File: config.mk
export PLATFORM = sky130hd
export DESIGN_NAME = fir_transposed_param_flat
export DESIGN_NICKNAME = d
export VERILOG_FILES = /design/src/rtl/fir_transposed_param_pkg.sv /design/src/rtl/fir_transposed_param_if.sv /design/src/rtl/fir_transposed_param_tap.sv /design/src/rtl/fir_transposed_param.sv /design/src/flat_wrapper.sv
export SDC_FILE = /design/constraint.sdc
export NUM_CORES = 2
export LEC_CHECK = 0
export ABC_CLOCK_PERIOD_IN_PS = 16149
export CAP_MARGIN = 0
export CORE_ASPECT_RATIO = 1.2
export CORE_UTILIZATION = 35
export CTS_CLUSTER_DIAMETER = 40
export DETAILED_ROUTE_END_ITERATION = 7
export PLACE_DENSITY_LB_ADDON = 0.25
export SLEW_MARGIN = 20
export SYNTH_ARGS = -nofsm -noshare
export SYNTH_HDL_FRONTEND = slang
export SYNTH_HIERARCHICAL = 1
export SYNTH_SLANG_ARGS = --single-unit
File: constraint.sdc
create_clock -name iClk_12M -period 16.15 [get_ports iClk_12M]
set_input_delay 3.23 -clock iClk_12M [delete_from_list [all_inputs] [get_ports iClk_12M]]
set_output_delay 3.23 -clock iClk_12M [all_outputs]
set_load 0.005 [all_outputs]
File: src/rtl/fir_transposed_param_pkg.sv
// -----------------------------------------------------------------------------
// fir_pkg : shared definitions for the transposed-form FIR block.
//
// Contents
//   fir_clog2      - ceiling log2, used for address width and accumulator growth
//   fir_acc_w      - full-precision accumulator width DATA_W + COEF_W + clog2(TAPS)
//   fir_round_sat  - round-half-up, arithmetic shift and saturate to a sample
//                    width; returns the result on a 64-bit signed carrier and
//                    reports saturation through an output argument
//   sample_t / coef_t - signed sample and coefficient types at default widths
//
// Optional feature macro used by the top level: FIR_ROUND_SAT_EN
// -----------------------------------------------------------------------------
package fir_pkg;

  localparam int DEF_DATA_W = 16;
  localparam int DEF_COEF_W = 16;
  // Carrier width for the round/saturate helper; accumulators must fit in it.
  localparam int RS_W       = 64;

  typedef logic signed [DEF_DATA_W-1:0] sample_t;
  typedef logic signed [DEF_COEF_W-1:0] coef_t;

  function automatic int fir_clog2(input int value);
    int res;
    int v;
    res = 0;
    v   = value - 1;
    while (v > 0) begin
      res = res + 1;
      v   = v >> 1;
    end
    return res;
  endfunction

  function automatic int fir_acc_w(input int data_w, input int coef_w, input int taps);
    return data_w + coef_w + fir_clog2(taps);
  endfunction

  // One extra bit of headroom keeps the rounding bias from wrapping.
  function automatic logic signed [RS_W-1:0] fir_round_sat(
    input  logic signed [RS_W-1:0] acc,
    input  int                     shift,
    input  int                     data_w,
    output logic                   sat
  );
    logic signed [RS_W:0] t;
    logic signed [RS_W:0] max_v;
    logic signed [RS_W:0] min_v;
    logic signed [RS_W-1:0] res;
    t = {acc[RS_W-1], acc};
    if (shift > 0) begin
      t = t + ((RS_W+1)'(1) <<< (shift - 1));
    end else begin
      t = t;
    end
    t     = t >>> shift;
    max_v = ((RS_W+1)'(1) <<< (data_w - 1)) - (RS_W+1)'(1);
    min_v = -((RS_W+1)'(1) <<< (data_w - 1));
    if (t > max_v) begin
      sat = 1'b1;
      res = max_v[RS_W-1:0];
    end else if (t < min_v) begin
      sat = 1'b1;
      res = min_v[RS_W-1:0];
    end else begin
      sat = 1'b0;
      res = t[RS_W-1:0];
    end
    return res;
  endfunction

endpackage

File: src/rtl/fir_transposed_param_if.sv
// -----------------------------------------------------------------------------
// fir_transposed_param_if : sample, coefficient and result bus of the FIR.
//
// Signals (directions seen from the FIR, i.e. the slave modport)
//   iEnSample_300k in   sample strobe, 1-cycle pulse
//   iFirIn         in   signed input sample
//   iCascadeIn     in   signed partial sum from an upstream block (ACC_W)
//   iClear         in   flush partial sums
//   iCoefWr        in   shadow-bank write enable
//   iCoefAddr      in   tap index (AW bits)
//   iCoefData      in   signed coefficient
//   iCoefCommit    in   request shadow-to-active swap
//   oCoefPending   out  swap requested but not yet applied
//   oFirOut        out  signed scaled output
//   oValid         out  1-cycle pulse on output update
//   oCascadeOut    out  full-precision accumulator (ACC_W)
//   oOvf           out  sticky saturation flag
// -----------------------------------------------------------------------------
interface fir_transposed_param_if #(
  parameter int DATA_W = 16,
  parameter int COEF_W = 16,
  parameter int TAPS   = 4
) ();
  import fir_pkg::*;

  localparam int AW    = fir_clog2(TAPS);
  localparam int ACC_W = fir_acc_w(DATA_W, COEF_W, TAPS);

  logic                     iEnSample_300k;
  logic signed [DATA_W-1:0] iFirIn;
  logic signed [ACC_W-1:0]  iCascadeIn;
  logic                     iClear;
  logic                     iCoefWr;
  logic [AW-1:0]            iCoefAddr;
  logic signed [COEF_W-1:0] iCoefData;
  logic                     iCoefCommit;
  logic                     oCoefPending;
  logic signed [DATA_W-1:0] oFirOut;
  logic                     oValid;
  logic signed [ACC_W-1:0]  oCascadeOut;
  logic                     oOvf;

  modport master (
    output iEnSample_300k, iFirIn, iCascadeIn, iClear,
    output iCoefWr, iCoefAddr, iCoefData, iCoefCommit,
    input  oCoefPending, oFirOut, oValid, oCascadeOut, oOvf
  );

  modport slave (
    input  iEnSample_300k, iFirIn, iCascadeIn, iClear,
    input  iCoefWr, iCoefAddr, iCoefData, iCoefCommit,
    output oCoefPending, oFirOut, oValid, oCascadeOut, oOvf
  );

endinterface

File: src/rtl/fir_transposed_param_tap.sv
// -----------------------------------------------------------------------------
// fir_tap : one multiply-add-register stage of the transposed FIR.
//
// Ports
//   iClk, iRst  clock, synchronous active-high reset
//   iEn         sample strobe; the register loads only when high
//   iClear      zero the register (wins over iEn)
//   iX, iC      signed sample and coefficient
//   iPartIn     partial sum from the next-higher stage (or cascade input)
//   oSumNext    x*c + iPartIn, the value loaded on the next strobe
//   oPartOut    registered partial sum
// -----------------------------------------------------------------------------
module fir_tap #(
  parameter int DATA_W = 16,
  parameter int COEF_W = 16,
  parameter int ACC_W  = 34
) (
  input  logic                     iClk,
  input  logic                     iRst,
  input  logic                     iEn,
  input  logic                     iClear,
  input  logic signed [DATA_W-1:0] iX,
  input  logic signed [COEF_W-1:0] iC,
  input  logic signed [ACC_W-1:0]  iPartIn,
  output logic signed [ACC_W-1:0]  oSumNext,
  output logic signed [ACC_W-1:0]  oPartOut
);

  localparam int PROD_W = DATA_W + COEF_W;

  logic signed [PROD_W-1:0] w_prod;
  logic signed [ACC_W-1:0]  w_prod_ext;
  logic signed [ACC_W-1:0]  r_part;

  // Full-precision product, sign-extended to the accumulator width.
  assign w_prod     = PROD_W'(iX) * PROD_W'(iC);
  assign w_prod_ext = {{(ACC_W-PROD_W){w_prod[PROD_W-1]}}, w_prod};
  assign oSumNext   = w_prod_ext + iPartIn;
  assign oPartOut   = r_part;

  // Partial-sum register: reset, then clear, then strobe load.
  always_ff @(posedge iClk) begin
    if (iRst) begin
      r_part <= '0;
    end else if (iClear) begin
      r_part <= '0;
    end else if (iEn) begin
      r_part <= oSumNext;
    end else begin
      r_part <= r_part;
    end
  end

endmodule

File: src/rtl/fir_transposed_param.sv
// -----------------------------------------------------------------------------
// fir_transposed_param : N-tap transposed-form FIR with double-buffered
// coefficients, cascade chaining and configurable output scaling.
//
// Ports
//   iClk_12M  system clock
//   iRst      synchronous active-high reset
//   bus       fir_transposed_param_if.slave (strobe, sample, cascade, clear,
//             coefficient write/commit, outputs)
//
// Optional feature macro: FIR_ROUND_SAT_EN
//   defined   - output is round-half-up, shifted, saturated; oOvf is sticky
//   undefined - output is a plain bit slice of the accumulator; oOvf stays 0
// -----------------------------------------------------------------------------
module fir_transposed_param
  import fir_pkg::*;
#(
  parameter int DATA_W    = 16,
  parameter int COEF_W    = 16,
  parameter int TAPS      = 4,
  parameter int OUT_SHIFT = 15
) (
  input logic                    iClk_12M,
  input logic                    iRst,
  fir_transposed_param_if.slave  bus
);

  localparam int AW    = fir_clog2(TAPS);
  localparam int ACC_W = fir_acc_w(DATA_W, COEF_W, TAPS);

  logic signed [COEF_W-1:0] r_coef_act    [0:TAPS-1];
  logic signed [COEF_W-1:0] r_coef_shadow [0:TAPS-1];
  logic signed [COEF_W-1:0] w_shadow_next [0:TAPS-1];
  logic signed [COEF_W-1:0] w_coef_use    [0:TAPS-1];
  logic                     r_pending;

  logic                     w_addr_ok;
  logic                     w_strobe;
  logic                     w_swap;

  // w_part[TAPS] is the cascade input; w_part[0] is the accumulator.
  logic signed [ACC_W-1:0]  w_part     [0:TAPS];
  logic signed [ACC_W-1:0]  w_sum_next [0:TAPS-1];
  logic signed [ACC_W-1:0]  w_acc_next;

  logic signed [DATA_W-1:0] w_fir_next;
  logic                     w_sat;
  logic signed [DATA_W-1:0] r_fir_out;
  logic                     r_valid;
  logic                     r_ovf;

  assign w_addr_ok  = ({{(32-AW){1'b0}}, bus.iCoefAddr} < 32'(TAPS));
  // A strobe coinciding with iClear is dropped entirely.
  assign w_strobe   = bus.iEnSample_300k & ~bus.iClear;
  // A commit in the same cycle as the strobe already takes effect.
  assign w_swap     = w_strobe & (r_pending | bus.iCoefCommit);
  assign w_part[TAPS] = bus.iCascadeIn;
  assign w_acc_next = w_sum_next[0];

  // Shadow bank including this cycle's write, so write+commit swaps it in.
  always_comb begin
    w_shadow_next = r_coef_shadow;
    if (bus.iCoefWr && w_addr_ok) begin
      w_shadow_next[bus.iCoefAddr] = bus.iCoefData;
    end else begin
      w_shadow_next = r_coef_shadow;
    end
  end

  // Coefficients seen by the taps: the swapping strobe uses the new set.
  always_comb begin
    for (int k = 0; k < TAPS; k++) begin
      if (w_swap) begin
        w_coef_use[k] = w_shadow_next[k];
      end else begin
        w_coef_use[k] = r_coef_act[k];
      end
    end
  end

  // Coefficient banks and swap-pending flag.
  always_ff @(posedge iClk_12M) begin
    if (iRst) begin
      for (int k = 0; k < TAPS; k++) begin
        r_coef_act[k]    <= '0;
        r_coef_shadow[k] <= '0;
      end
      r_pending <= 1'b0;
    end else begin
      r_coef_shadow <= w_shadow_next;
      if (w_swap) begin
        r_coef_act <= w_shadow_next;
        r_pending  <= 1'b0;
      end else if (bus.iCoefCommit) begin
        r_coef_act <= r_coef_act;
        r_pending  <= 1'b1;
      end else begin
        r_coef_act <= r_coef_act;
        r_pending  <= r_pending;
      end
    end
  end

  for (genvar k = 0; k < TAPS; k++) begin : g_tap
    fir_tap #(
      .DATA_W (DATA_W),
      .COEF_W (COEF_W),
      .ACC_W  (ACC_W)
    ) u_tap (
      .iClk     (iClk_12M),
      .iRst     (iRst),
      .iEn      (bus.iEnSample_300k),
      .iClear   (bus.iClear),
      .iX       (bus.iFirIn),
      .iC       (w_coef_use[k]),
      .iPartIn  (w_part[k+1]),
      .oSumNext (w_sum_next[k]),
      .oPartOut (w_part[k])
    );
  end

`ifdef FIR_ROUND_SAT_EN
  logic signed [RS_W-1:0] w_acc_wide;
  logic signed [RS_W-1:0] w_rs_wide;

  // Scaled output with rounding and saturation, computed from the next acc.
  always_comb begin
    w_acc_wide = {{(RS_W-ACC_W){w_acc_next[ACC_W-1]}}, w_acc_next};
    w_sat      = 1'b0;
    w_rs_wide  = fir_round_sat(w_acc_wide, OUT_SHIFT, DATA_W, w_sat);
    w_fir_next = w_rs_wide[DATA_W-1:0];
  end
`else
  // Scaled output as a wrapping bit slice of the next acc.
  always_comb begin
    w_fir_next = w_acc_next[OUT_SHIFT+DATA_W-1:OUT_SHIFT];
    w_sat      = 1'b0;
  end
`endif

  // Output register, valid pulse and sticky overflow flag.
  always_ff @(posedge iClk_12M) begin
    if (iRst) begin
      r_fir_out <= '0;
      r_valid   <= 1'b0;
      r_ovf     <= 1'b0;
    end else if (bus.iClear) begin
      r_fir_out <= '0;
      r_valid   <= 1'b0;
      r_ovf     <= r_ovf;
    end else if (bus.iEnSample_300k) begin
      r_fir_out <= w_fir_next;
      r_valid   <= 1'b1;
      r_ovf     <= r_ovf | w_sat;
    end else begin
      r_fir_out <= r_fir_out;
      r_valid   <= 1'b0;
      r_ovf     <= r_ovf;
    end
  end

  assign bus.oFirOut      = r_fir_out;
  assign bus.oValid       = r_valid;
  assign bus.oOvf         = r_ovf;
  assign bus.oCascadeOut  = w_part[0];
  assign bus.oCoefPending = r_pending;

endmodule

File: src/flat_wrapper.sv
// flat-port wrapper written by rule: the top's interface ports become plain ports
module fir_transposed_param_flat import fir_pkg::*;
#(
  parameter int DATA_W    = 16,
  parameter int COEF_W    = 16,
  parameter int TAPS      = 4,
  parameter int OUT_SHIFT = 15
)
  (iClk_12M, iRst, bus_iEnSample_300k, bus_iFirIn, bus_iCascadeIn, bus_iClear, bus_iCoefWr, bus_iCoefAddr, bus_iCoefData, bus_iCoefCommit, bus_oCoefPending, bus_oFirOut, bus_oValid, bus_oCascadeOut, bus_oOvf);
  fir_transposed_param_if #(.DATA_W(DATA_W), .COEF_W(COEF_W), .TAPS(TAPS)) bus_i ();
  input logic iClk_12M;
  input logic iRst;
  input wire logic [$bits(bus_i.iEnSample_300k)-1:0] bus_iEnSample_300k;
  input wire logic [$bits(bus_i.iFirIn)-1:0] bus_iFirIn;
  input wire logic [$bits(bus_i.iCascadeIn)-1:0] bus_iCascadeIn;
  input wire logic [$bits(bus_i.iClear)-1:0] bus_iClear;
  input wire logic [$bits(bus_i.iCoefWr)-1:0] bus_iCoefWr;
  input wire logic [$bits(bus_i.iCoefAddr)-1:0] bus_iCoefAddr;
  input wire logic [$bits(bus_i.iCoefData)-1:0] bus_iCoefData;
  input wire logic [$bits(bus_i.iCoefCommit)-1:0] bus_iCoefCommit;
  output wire logic [$bits(bus_i.oCoefPending)-1:0] bus_oCoefPending;
  output wire logic [$bits(bus_i.oFirOut)-1:0] bus_oFirOut;
  output wire logic [$bits(bus_i.oValid)-1:0] bus_oValid;
  output wire logic [$bits(bus_i.oCascadeOut)-1:0] bus_oCascadeOut;
  output wire logic [$bits(bus_i.oOvf)-1:0] bus_oOvf;
  assign bus_i.iEnSample_300k = bus_iEnSample_300k;
  assign bus_i.iFirIn = bus_iFirIn;
  assign bus_i.iCascadeIn = bus_iCascadeIn;
  assign bus_i.iClear = bus_iClear;
  assign bus_i.iCoefWr = bus_iCoefWr;
  assign bus_i.iCoefAddr = bus_iCoefAddr;
  assign bus_i.iCoefData = bus_iCoefData;
  assign bus_i.iCoefCommit = bus_iCoefCommit;
  assign bus_oCoefPending = bus_i.oCoefPending;
  assign bus_oFirOut = bus_i.oFirOut;
  assign bus_oValid = bus_i.oValid;
  assign bus_oCascadeOut = bus_i.oCascadeOut;
  assign bus_oOvf = bus_i.oOvf;
  fir_transposed_param #(.DATA_W(DATA_W), .COEF_W(COEF_W), .TAPS(TAPS), .OUT_SHIFT(OUT_SHIFT)) u_core (.iClk_12M(iClk_12M), .iRst(iRst), .bus(bus_i));
endmodule
# Yosys cells after proc, flatten, opt, wreduce, memory -nomap -nowiden
# Cells that the tools add are included.
[word_totals] out_inout_bits=53 register_bits=282 inputBits=74 wordCells=42
[op_classes] muxes=9 reduce_logical=3 n_addsub=4 bitwise_logic=5 mul=4 order_cmp=2
[ops] op="32-bit by 34-bit adder with 34-bit output" count=4
[ops] op="16-bit by 16-bit multiplier with 32-bit output" count=4
[ops] op="16-bit 2-to-1 mux" count=5
[ops] op="64-bit bitwise mux" count=1
[ops] op="64-bit 2-to-1 mux" count=1
[ops] op="16-bit demux with 2-bit select" count=1
[ops] op="2-bit OR reduction" count=2
[ops] op="3-bit greater-or-equal comparator, second input constant" count=1
[ops] op="3-bit by 1-bit < comparator with 1-bit output, second input constant" count=1
[ops] op="2-bit inverter with 3-bit output" count=1
[ops] op="1-bit AND" count=2
[ops] op="1-bit logical AND" count=1
[ops] op="1-bit 2-to-1 mux" count=1
[ops] op="1-bit inverter" count=1
[ops] op="1-bit OR" count=1

# Longest topological paths before layout
[depth] ltp_word=10 mapped_depth=31 depth_no_buf=27

# By module
# The synthesis kept the hierarchy.
[by_module_without_submodules] mod="fir_tap (u_core.g_tap[1].u_tap ...)" n_inst=2 seq_area_each_um2=680.7 area_per_inst_um2=12595.8 cells_each=1351
[by_module_without_submodules] mod="fir_tap (u_core.g_tap[0].u_tap)" n_inst=1 seq_area_each_um2=680.7 area_per_inst_um2=12582.1 cells_each=1355
[by_module_without_submodules] mod="fir_tap (u_core.g_tap[3].u_tap)" n_inst=1 seq_area_each_um2=680.7 area_per_inst_um2=12564.6 cells_each=1359
[by_module_without_submodules] mod="fir_transposed_param" n_inst=1 seq_area_each_um2=2922.8 area_per_inst_um2=5541.6 cells_each=565

# Least setup slack after synthesis
# No wires, ideal clock.
[synth_timing] path_type="in2reg" start="input port bus_iEnSample_300k" end="register u_core.g_tap[2].u_tap.r_part[31]" required_ns=16.028 setup_ns=0.122 t_arrival_ns=10.316 stages=29 path_slack_ns=5.712 n_path_buf=5 path_cell_list="buf_2 -> and2b_1 -> and2_1 -> buf_2 -> buf_2 -> a21oi_1 -> clkbuf_1 -> nand2_1 -> inv_1 -> fa_1 -> inv_1 -> fa_1 -> inv_1 -> fa_1 -> fa_1 -> fa_1 -> inv_1 -> fa_1 -> inv_1 -> ha_1 -> buf_6 -> a21o_1 -> a221o_1 -> o21ai_2 -> a21boi_1 -> o41a_1 -> o22a_2 -> nor4b_4 -> a311o_1"
[synth_rtl] element="start: declaration" line="flat_wrapper.sv:13" text="input wire logic [$bits(bus_i.iEnSample_300k)-1:0] bus_iEnSample_300k;"
[synth_rtl] element="end signal: assignment" line="fir_transposed_param_tap.sv:48" text="r_part <= oSumNext;"
[synth_rtl] element="end signal: assignment" line="fir_transposed_param_tap.sv:50" text="r_part <= r_part;"
[synth_rtl] element="end: declaration" line="fir_transposed_param_tap.sv:33" text="logic signed [ACC_W-1:0] r_part;"

==> results.sh <==
export IMPL_status="completed"
export IMPL_worst_pin_slew_ns=1.14
export IMPL_synth_warnings=6
export IMPL_netlist_instances=5944
export IMPL_rows=159
export IMPL_final_min_clock_period_ns=12.29
export IMPL_worst_r2r_path_depth=27
export IMPL_drt_iter0_drc=1797
export IMPL_path_max_fanout=32
export IMPL_grt_pass1_vias=43500
export IMPL_finalInstanceArea_um2=61100
export IMPL_clock_root_buffer="clkbuf_16"
export IMPL_n_fill_cell=15900
export IMPL_dr_pass1_iters=5
export IMPL_worst_path_most_repeated_cell="fa_1"
export IMPL_final_cells=8138
export IMPL_initial_core_util_pct=35.4
export IMPL_drv_cap=0
export IMPL_clock_sinks=282
export IMPL_ctsHtreeMaxLevel=2
export IMPL_dieArea_um2=160000
export IMPL_critical_path_slowest_cell="fa_1"
export IMPL_endpoint_kind="flip-flop"
export IMPL_hold_viol_final=0
export IMPL_cp_start_kind="input port"
export IMPL_dp_hpwl_um=122000
export IMPL_antenna_found_initial=5
export IMPL_area_delta_synth_final_pct=9.94
export IMPL_cp_num_cells=27
export IMPL_wire_per_inst_um=18.5
export IMPL_setup_viol=0
export IMPL_dp_cells=8035
export IMPL_routed_wl_um=151000
export IMPL_drv_slew=0
export IMPL_clk_latency_ns=0.67
export IMPL_vias_per_cell=4.85
export IMPL_rsz0062_at_grt="no"
export IMPL_holdBufCountCts=0
export IMPL_synth_avg_cell_area_um2=9.35
export IMPL_coreArea_um2=157000
export IMPL_cp_required_ns=16.63
export IMPL_period_share_pct=76.1
export IMPL_clk_pin_slew_worst_paths_ns=0.05
export IMPL_ant_nets=0
export IMPL_cts_resized=0
export IMPL_cts_tree="done"
export IMPL_syn_num_nets=7646
export IMPL_register_area_um2=5650
export IMPL_drc=0
export IMPL_clock_path_buffers=3
export IMPL_hold_path_cell_count=2
export IMPL_port_buffers=125
export IMPL_die_width_um=366
export IMPL_vias=39500
export IMPL_drive_gt1_share_pct=5.39
export IMPL_fin_tns_setup_ns=0
export IMPL_skew_ns=0.0521
export IMPL_path_buf_inv=8
export IMPL_critPathArrivalTime_ns=12.77
export IMPL_timing_fmax_ghz=0.0813
export IMPL_timing_hold_ws_ns=0.485
export IMPL_worstSetupPathType="input port to flip-flop"
export IMPL_grt_overflow=0
export IMPL_ioPinCount=127
export IMPL_critPathTopFamily="adder cells"
export IMPL_syn_area_um2=55600
export IMPL_gp_congestion=0.864
export IMPL_die_h_um=439
export IMPL_track_usage_pct=19.2
export IMPL_placed_area_um2=59200
export IMPL_cts_made_buffers=56
export IMPL_fin_nets=7702
export IMPL_grt_max_degree=73
export IMPL_cpPeakStageDelay_ns=0.93
export IMPL_multi_input_area_um2=43800
export IMPL_min_path_type="flip-flop to flip-flop"
export IMPL_max_slew_margin_pct=23.9
export IMPL_grt_pass1_wl_um=243000
export IMPL_post_cts_setup_buffers=0
==> placed cells by master, fill, tap and decap left out, types with 107 or more instances in the layout <==
cell / instances
a21oi_1: 182
and2_1: 424
clkdlybuf4s50_1: 107
dfxtp_1: 282
fa_1: 1220
ha_1: 408
inv_1: 1382
mux2i_1: 155
nand2_1: 610
nor2_1: 271
==> layer usage <==
layer	vias up	global-route usage [%]	routed length, µm
li1	18100	-	-
met1	20500	22.5	60900
met2	700	37.1	80800
met3	226	1.75	4660
met4	4	5.26	4140
met5	-	0	26
==> registers in the layout, summed over array words and instances, names as in the netlist <==
signal,cells
u_core/bus.oFirOut,16
u_core/r_coef_act,64
u_core/g_tap.u_tap/oPartOut,136
u_core/r_coef_shadow,64
u_core/bus.oValid,1
u_core/bus.oCoefPending,1
==> worst reg2reg max path: stages (launching register included) <==
cell and delay (ns):
dfxtp_1 0.34, or2_2 0.11, buf_4 0.34, and2_4 0.43, buf_4 0.40, a21oi_1 0.15, buf_4 0.22, nand2_1 0.12
inv_1 0.11, fa_1 0.50, inv_1 0.15, fa_1 0.93, inv_1 0.20, fa_1 0.59, fa_1 0.44, fa_1 0.54
inv_1 0.06, fa_1 0.53, inv_1 0.04, ha_1 0.37, nand2_1 0.11, nor3_1 0.48, nand3_1 0.28, a211oi_1 0.83
nor3_2 0.17, xnor2_1 0.19, mux2i_1 0.15, nor2_1 0.05
==> worst paths after layout <==
path / startpoint / end / slack, ns
max: bus_iClear / u_core/g_tap[0].u_tap/oPartOut[29] / 3.86
min: u_core/g_tap[0].u_tap/oPartOut[4] / u_core/g_tap[0].u_tap/oPartOut[4] / 0.49
max reg2reg: u_core/bus.oCoefPending / u_core/g_tap[0].u_tap/oPartOut[29] / 7.15
min reg2reg: u_core/g_tap[0].u_tap/oPartOut[4] / u_core/g_tap[0].u_tap/oPartOut[4] / 0.49
==> area by class of cell <==
type                            instances  share of cell area [%]
Tap cell                             2093                    4.28
Clock buffer                           71                    2.47
Antenna cell                            1                 0.00409
Clock inverter                         31                   0.616
Multi-Input combinational cell       4047                    71.7
Timing Repair Buffer                  229                    3.20
Inverter                             1384                    8.50
Sequential cell                       282                    9.23
==> metrics by stage <==
step | setup WS, ns | utilization (%)
2_1_floorplan | 5.74 | -
3_3_place_gp | 3.17 | 37.7
3_5_place_dp | 3.08 | 37.7
4_1_cts | 3.74 | 38.9
5_1_grt | 3.35 | 38.9
6_report | 3.86 | 38.9
Power is not shown: default switching activity piles up to over one toggle a cycle in this logic, so the estimate is an artifact.
